### config.mk
export PLATFORM = sky130hd
export DESIGN_NAME = cpu_control_unit
export DESIGN_NICKNAME = d
export VERILOG_FILES = /design/src/rtl/cpu_pkg.sv /design/src/rtl/call_stack.sv /design/src/rtl/cpu_control_unit.sv
export SDC_FILE = /design/constraint.sdc
export NUM_CORES = 1
export LEC_CHECK = 0
export CAP_MARGIN = 20
export CORE_MARGIN = 2
export CORE_UTILIZATION = 54
export DETAILED_ROUTE_END_ITERATION = 16
export PLACE_DENSITY_LB_ADDON = 0.12
export SYNTH_ARGS = -nofsm -noshare
export SYNTH_HDL_FRONTEND = slang
export SYNTH_SLANG_ARGS = --single-unit
### constraint.sdc
create_clock -name clk -period 2.7 [get_ports clk]
set_input_delay 0.54 -clock clk [delete_from_list [all_inputs] [get_ports clk]]
set_output_delay 0.54 -clock clk [all_outputs]
set_load 0.02 [all_outputs]
### src/rtl/cpu_pkg.sv
// Shared types and encodings for the multi-cycle CISC control unit.
package cpu_pkg;

  typedef enum logic [2:0] {
    FETCH  = 3'd0,
    DECODE = 3'd1,
    MEMRD  = 3'd2,
    EXEC   = 3'd3,
    WRITE  = 3'd4,
    HALT   = 3'd5
  } state_t;

  localparam logic [3:0] OP_STORE = 4'hC;
  localparam logic [3:0] OP_JMP   = 4'hD;
  localparam logic [3:0] OP_CALL  = 4'hE;
  localparam logic [3:0] OP_SYS   = 4'hF;

  localparam logic [1:0] COND_ALWAYS = 2'b00;
  localparam logic [1:0] COND_Z      = 2'b01;
  localparam logic [1:0] COND_NZ     = 2'b10;
  localparam logic [1:0] COND_N      = 2'b11;

  localparam logic [1:0] SYS_RET  = 2'b00;
  localparam logic [1:0] SYS_HALT = 2'b01;

  localparam logic [1:0] AM_IMM     = 2'b00;
  localparam logic [1:0] AM_REG     = 2'b01;
  localparam logic [1:0] AM_RAM     = 2'b10;
  localparam logic [1:0] AM_RAM_IND = 2'b11;

  // Modes other than immediate/register reach into data memory.
  function automatic logic is_ram_mode(input logic [1:0] mode);
    return !(mode == AM_IMM || mode == AM_REG);
  endfunction

endpackage

### src/rtl/call_stack.sv
// Parametrised LIFO holding return addresses; push/pop ignored when full/empty.
module call_stack #(
  parameter int WIDTH = 8,
  parameter int DEPTH = 4
) (
  input  logic             clk,
  input  logic             rst_n,
  input  logic             push,
  input  logic             pop,
  input  logic [WIDTH-1:0] din,
  output logic [WIDTH-1:0] dout,
  output logic             full,
  output logic             empty
);

  localparam int CW = $clog2(DEPTH + 1);
  localparam int IW = (DEPTH > 1) ? $clog2(DEPTH) : 1;

  logic [WIDTH-1:0] mem [DEPTH];
  logic [CW-1:0]    count;
  logic [IW-1:0]    wr_idx;
  logic [IW-1:0]    top_idx;

  assign full    = (count == CW'(DEPTH));
  assign empty   = (count == '0);
  assign wr_idx  = IW'(count);
  assign top_idx = IW'(count - CW'(1));
  assign dout    = mem[top_idx];

  always_ff @(posedge clk or negedge rst_n) begin
    if (!rst_n) begin
      count <= '0;
    end else if (push && !full) begin
      count <= count + CW'(1);
    end else if (pop && !empty) begin
      count <= count - CW'(1);
    end
  end

  // NOTE: storage is deliberately not reset; count==0 already marks every entry invalid.
  always_ff @(posedge clk) begin
    if (push && !full) mem[wr_idx] <= din;
  end

endmodule

### src/rtl/cpu_control_unit.sv
// Multi-cycle sequencer: PC, IR, decode, memory handshake, jumps, call stack, halt.
module cpu_control_unit
  import cpu_pkg::*;
#(
  parameter int ROM_ADDR_WIDTH  = 8,
  parameter int ROM_WIDTH       = 16,
  parameter int OP_WIDTH        = 4,
  parameter int ADDR_MODE_WIDTH = 2,
  parameter int OPERAND_WIDTH   = 8,
  parameter int STACK_DEPTH     = 4
) (
  input  logic                       clk,
  input  logic                       rst,
  output logic [ROM_ADDR_WIDTH-1:0]  rom_addr,
  input  logic [ROM_WIDTH-1:0]       rom_data,
  input  logic                       zero_flag,
  input  logic                       sign_flag,
  output logic [OP_WIDTH-1:0]        alu_op_out,
  output logic [ADDR_MODE_WIDTH-1:0] addr_mode_out,
  output logic [OPERAND_WIDTH-1:0]   operand_out,
  output logic                       mem_req,
  output logic                       mem_we,
  input  logic                       mem_ack,
  output logic                       execute_ena,
  output logic                       write_reg_ena,
  output logic                       halted,
  output logic                       stack_err,
  output logic [2:0]                 state_out
);

  localparam int COND_LSB = OPERAND_WIDTH;
  localparam int MODE_LSB = OPERAND_WIDTH + 2;
  localparam int OP_LSB   = MODE_LSB + ADDR_MODE_WIDTH;

  state_t                    state, next_state;
  logic [ROM_ADDR_WIDTH-1:0] pc, pc_next, pc_plus1, target;
  logic [ROM_WIDTH-1:0]      ir;
  logic [OP_WIDTH-1:0]       opcode;
  logic [1:0]                cond;
  logic                      is_alu, is_ram, jmp_taken, set_err;
  logic                      push, pop, stk_full, stk_empty;
  logic [ROM_ADDR_WIDTH-1:0] stk_dout;

  assign opcode   = ir[OP_LSB +: OP_WIDTH];
  assign cond     = ir[COND_LSB +: 2];
  assign target   = ir[ROM_ADDR_WIDTH-1:0];
  assign pc_plus1 = pc + ROM_ADDR_WIDTH'(1);
  assign is_alu   = (opcode < OP_WIDTH'(OP_STORE));
  assign is_ram   = is_ram_mode(2'(ir[MODE_LSB +: ADDR_MODE_WIDTH]));

  assign rom_addr      = pc;
  assign alu_op_out    = opcode;
  assign addr_mode_out = ir[MODE_LSB +: ADDR_MODE_WIDTH];
  assign operand_out   = ir[OPERAND_WIDTH-1:0];
  assign halted        = (state == HALT);
  assign state_out     = state;

  always_comb begin
    unique case (cond)
      COND_ALWAYS: jmp_taken = 1'b1;
      COND_Z:      jmp_taken = zero_flag;
      COND_NZ:     jmp_taken = !zero_flag;
      COND_N:      jmp_taken = sign_flag;
      default:     jmp_taken = 1'b0;
    endcase
  end

  call_stack #(.WIDTH(ROM_ADDR_WIDTH), .DEPTH(STACK_DEPTH)) u_stack (
    .clk   (clk),
    .rst_n (rst),
    .push  (push),
    .pop   (pop),
    .din   (pc_plus1),
    .dout  (stk_dout),
    .full  (stk_full),
    .empty (stk_empty)
  );

  // NOTE: every output of this block gets a default first so no latch is inferred.
  always_comb begin
    next_state    = state;
    pc_next       = pc;
    push          = 1'b0;
    pop           = 1'b0;
    set_err       = 1'b0;
    mem_req       = 1'b0;
    mem_we        = 1'b0;
    execute_ena   = 1'b0;
    write_reg_ena = 1'b0;
    unique case (state)
      FETCH:  next_state = DECODE;
      DECODE: next_state = (is_alu && is_ram) ? MEMRD : EXEC;
      MEMRD: begin
        mem_req = 1'b1;
        if (mem_ack) next_state = EXEC;
      end
      EXEC: begin
        next_state = FETCH;
        pc_next    = pc_plus1;
        if (is_alu) begin
          execute_ena = 1'b1;
        end else if (opcode == OP_WIDTH'(OP_STORE)) begin
          next_state = WRITE;
          pc_next    = pc;
        end else if (opcode == OP_WIDTH'(OP_JMP)) begin
          if (jmp_taken) pc_next = target;
        end else if (opcode == OP_WIDTH'(OP_CALL)) begin
          if (stk_full) begin
            set_err    = 1'b1;
            next_state = HALT;
            pc_next    = pc;
          end else begin
            push    = 1'b1;
            pc_next = target;
          end
        end else if (cond == SYS_RET) begin
          if (stk_empty) begin
            set_err    = 1'b1;
            next_state = HALT;
            pc_next    = pc;
          end else begin
            pop     = 1'b1;
            pc_next = stk_dout;
          end
        end else if (cond == SYS_HALT) begin
          next_state = HALT;
          pc_next    = pc;
        end
      end
      WRITE: begin
        if (is_ram) begin
          mem_req = 1'b1;
          mem_we  = 1'b1;
          if (mem_ack) begin
            next_state = FETCH;
            pc_next    = pc_plus1;
          end
        end else begin
          write_reg_ena = 1'b1;
          next_state    = FETCH;
          pc_next       = pc_plus1;
        end
      end
      HALT:    next_state = HALT;
      default: next_state = FETCH;
    endcase
  end

  always_ff @(posedge clk or negedge rst) begin
    if (!rst) begin
      state     <= FETCH;
      pc        <= '0;
      ir        <= '0;
      stack_err <= 1'b0;
    end else begin
      state <= next_state;
      pc    <= pc_next;
      if (state == FETCH) ir <= rom_data;
      if (set_err) stack_err <= 1'b1;
    end
  end

endmodule
==> flow_metrics.tcl, run 1 <==
set metrics [dict create \
    drv_cap 0 \
    vias 2283 \
    post_cts_buffers 0 \
    dp_hpwl_um 4880 \
    worstPathRequired_ps 2160 \
    grt_max_degree 32 \
    grt_pass1_vias 2185 \
    setup_viol 0 \
    worstPathArrival_ps 2050 \
    grt-busiest-layer "met2" \
    die_height_um 82.3 \
    portBuffers 51 \
    async_reset_ff_share_pct 49.2 \
    setup_slack_ps 106 \
    rsz0062_at_grt "false" \
    cts_tree "built" \
    p_total_w 0.00488 \
    crit_chain "nand2_1, or2_2, nor2_1, clkdlybuf4s50_1" \
    use_met3_pct 4.89 \
    synthToLayoutAreaGrowth_pct 20.5 \
    post_drt_wl_per_cell_um 17.3 \
    wirelength_um 6830 \
    critPathMaxFanout 12 \
    ios 52 \
    drt-initial-drc-count 188 \
    clock_path_buffers 2 \
    postSynthCellCount 275 \
    p_per_area_mw_per_mm2 1220 \
    rows 28 \
    clk_pin_slew_worst_paths_ps 70 \
    place_ws_ps 361 \
    cp_top_family "buffers and inverters" \
    grt.met2_usage_pct 34.6 \
    start_kind "flop" \
    nets 342 \
    synth_cell_types 46 \
    root_buffer "clkbuf_8" \
    grt_pass1_wl_um 10900 \
    critPathSlowestCell "clkdlybuf4s50_1" \
    worstMarginPinSlew_ps 714 \
    maxSlewViolCount 0 \
    max_slew_margin_pct 52.2 \
    multi_input_area_sq_mm 0.00136 \
    overflow 0 \
    ys.flop_type "edfxtp_1" \
    drtPass1Iterations 4 \
    ys.warnings.count 0 \
    fill_cells 436 \
    status "complete, no violations" \
    cts_buffers 9 \
    period_needed_ps 2590 \
    die_w_um 82.3 \
    finalHoldViolations 0 \
    cpPeakStageDelay_ps 610 \
    clkSinkCount 63 \
    seq_area_frac_synth_pct 52.4 \
    synth-edff-count 32 \
    layout-drive-gt1-share_pct 15.3 \
    synth.avg_cell_area_sq_um 12.0 \
    postCtsHoldBufs 0 \
    n_antenna_cell 0 \
    end_kind "primary output" \
    hold_path.class "flop to flop" \
    cts-resized-gates 0 \
    drc 0 \
    ir_drop_v 0.000757 \
    ys_ff_latch 63 \
    p_leak_nw 1.53 \
    syn-num-nets 302 \
    die-area_sq_mm 0.00678 \
    gp_congestion 0.858 \
    seq_area_sq_mm 0.00174 \
    grtUsageMet1_pct 29.9 \
    antenna_found_initial 0 \
    period_share_pct 96.1 \
    start_util_pct 56.0 \
    netlist_area_sq_mm 0.00331 \
    fmax_mhz 386 \
    worstSkewPairLatency_ps 340 \
    critPathKind "flop to primary output" \
    grt_use_total_pct 22.2 \
    fin_setup_tns_ps 0 \
    h-tree-depth 3 \
    path_buf_inv 1 \
    ant_nets 0 \
    fp.coreArea_sq_mm 0.00592 \
    via_per_inst 5.78 \
    skew_ps 5.73 \
]
cells in the mapped netlist, drive strengths merged, types with 6 or more instances:
cell    instances  area share [%]
inv            10             1.1
and2            7             1.3
nand3           9             1.4
o211ai          7             1.6
a21oi          13             2.0
mux4            8             6.0
nand2          16             1.8
nor3            8             1.4
ha              6             2.3
dfrtp          31              23
clkbuf          6            0.72
o21ai          20             3.1
buf            21             4.8
edfxtp         32              29
xnor2           7             1.9
mux2i           7             2.1
mux2           17             5.9
nor2           14             1.6
final timing paths:
path,startpoint,to,slack (ps),depth (start not counted)
setup / recovery,state_out[0]$_DFFE_PN0P_,execute_ena,110,4
hold / removal,stack_err$_DFFE_PN0P_,stack_err$_DFFE_PN0P_,480,1
setup reg to reg,u_stack.count[1]$_DFFE_PN0P_,rom_addr[2]$_DFFE_PN0P_,430,8
hold reg to reg,stack_err$_DFFE_PN0P_,stack_err$_DFFE_PN0P_,480,1
max in group asynchronous,rst,ir[8]$_DFFE_PN0P_,1810,2
min in group asynchronous,rst,ir[5]$_DFFE_PN0P_,590,2
report_power, final:
group	internal (W)	total (W)	switching, W
registers	0.00132	0.00164	0.000315
logic	0.00112	0.00233	0.00121
clock network	0.000520	0.000911	0.000390
flip-flops by register name (all words and copies together), names as in the netlist:
register and count:
ir 16, u_stack.mem 32, stack_err 1, state_out 3, u_stack.count 3, rom_addr 8
logic make-up after synthesis:
| group | after synthesis | synth area share (%) |
|---|---|---|
| buffers and inverters | 37 | 6.65 |
| and+or+nand+nor | 72 | 11.4 |
| muxes | 32 | 14.0 |
| adders and majority gates | 6 | 2.27 |
| DFF | 63 | 52.4 |
| AOI/OAI and AO/OA | 55 | 10.6 |
| xor gates and xnor gates | 10 | 2.64 |
cells in the final DEF (no fill, tap or decap), types with 6 or more instances in the layout:
master and n:
edfxtp_1 32, and2_1 7, nor3_1 7, clkdlybuf4s50_1 51
mux2i_1 7, o211ai_1 7, a21oi_1 13, nand2_1 16
clkbuf_8 9, ha_1 6, inv_1 10, nand3_1 9
dfrtp_1 31, nor2_1 14, xnor2_1 7, o21ai_0 17
mux2_2 16
routing by layer:
| metal | share of wire, % | up-vias | routed length (um) |
|---|---|---|---|
| li1 | - | 1091 | - |
| met3 | 5.2 | 8 | 352 |
| met5 | 0 | - | 0 |
| met4 | 1.2 | 0 | 85 |
| met1 | 46 | 1112 | 3160 |
| met2 | 47 | 72 | 3230 |
metrics by stage:
step | hold slack, ps | cells | cell area, sq um | utilization (%)
6_report | 480 | 395 | 3990 | 67.4
4_1_cts | 486 | 395 | 3990 | 67.4
3_3_place_gp | 461 | 379 | 3770 | 63.7
2_1_floorplan | 244 | 275 | 3310 | -
3_5_place_dp | 462 | 379 | 3770 | 63.7
5_1_grt | 527 | 395 | 3990 | 67.4
area by class of cell:
type                       instances  share of cell area (%)
clock buffer                       9                    3.10
clock inverter                     7                    2.41
inverter                          10                   0.940
multi-input combinational        175                    34.0
sequential                        63                    43.5
tap                               75                    2.35
timing repair buffer              56                    13.7
(Power assumes the default switching activity.)
==> run 2: changes to the inputs <==
--- a/config.mk
+++ b/config.mk
@@ -10,6 +10,7 @@
 export CORE_UTILIZATION = 54
 export DETAILED_ROUTE_END_ITERATION = 16
 export PLACE_DENSITY_LB_ADDON = 0.12
+export SKIP_CTS_REPAIR_TIMING = 1
 export SYNTH_ARGS = -nofsm -noshare
 export SYNTH_HDL_FRONTEND = slang
 export SYNTH_SLANG_ARGS = --single-unit
==> results of run 2 <==
Same layout as run 1: the final DEF is identical, and so are final timing and power.
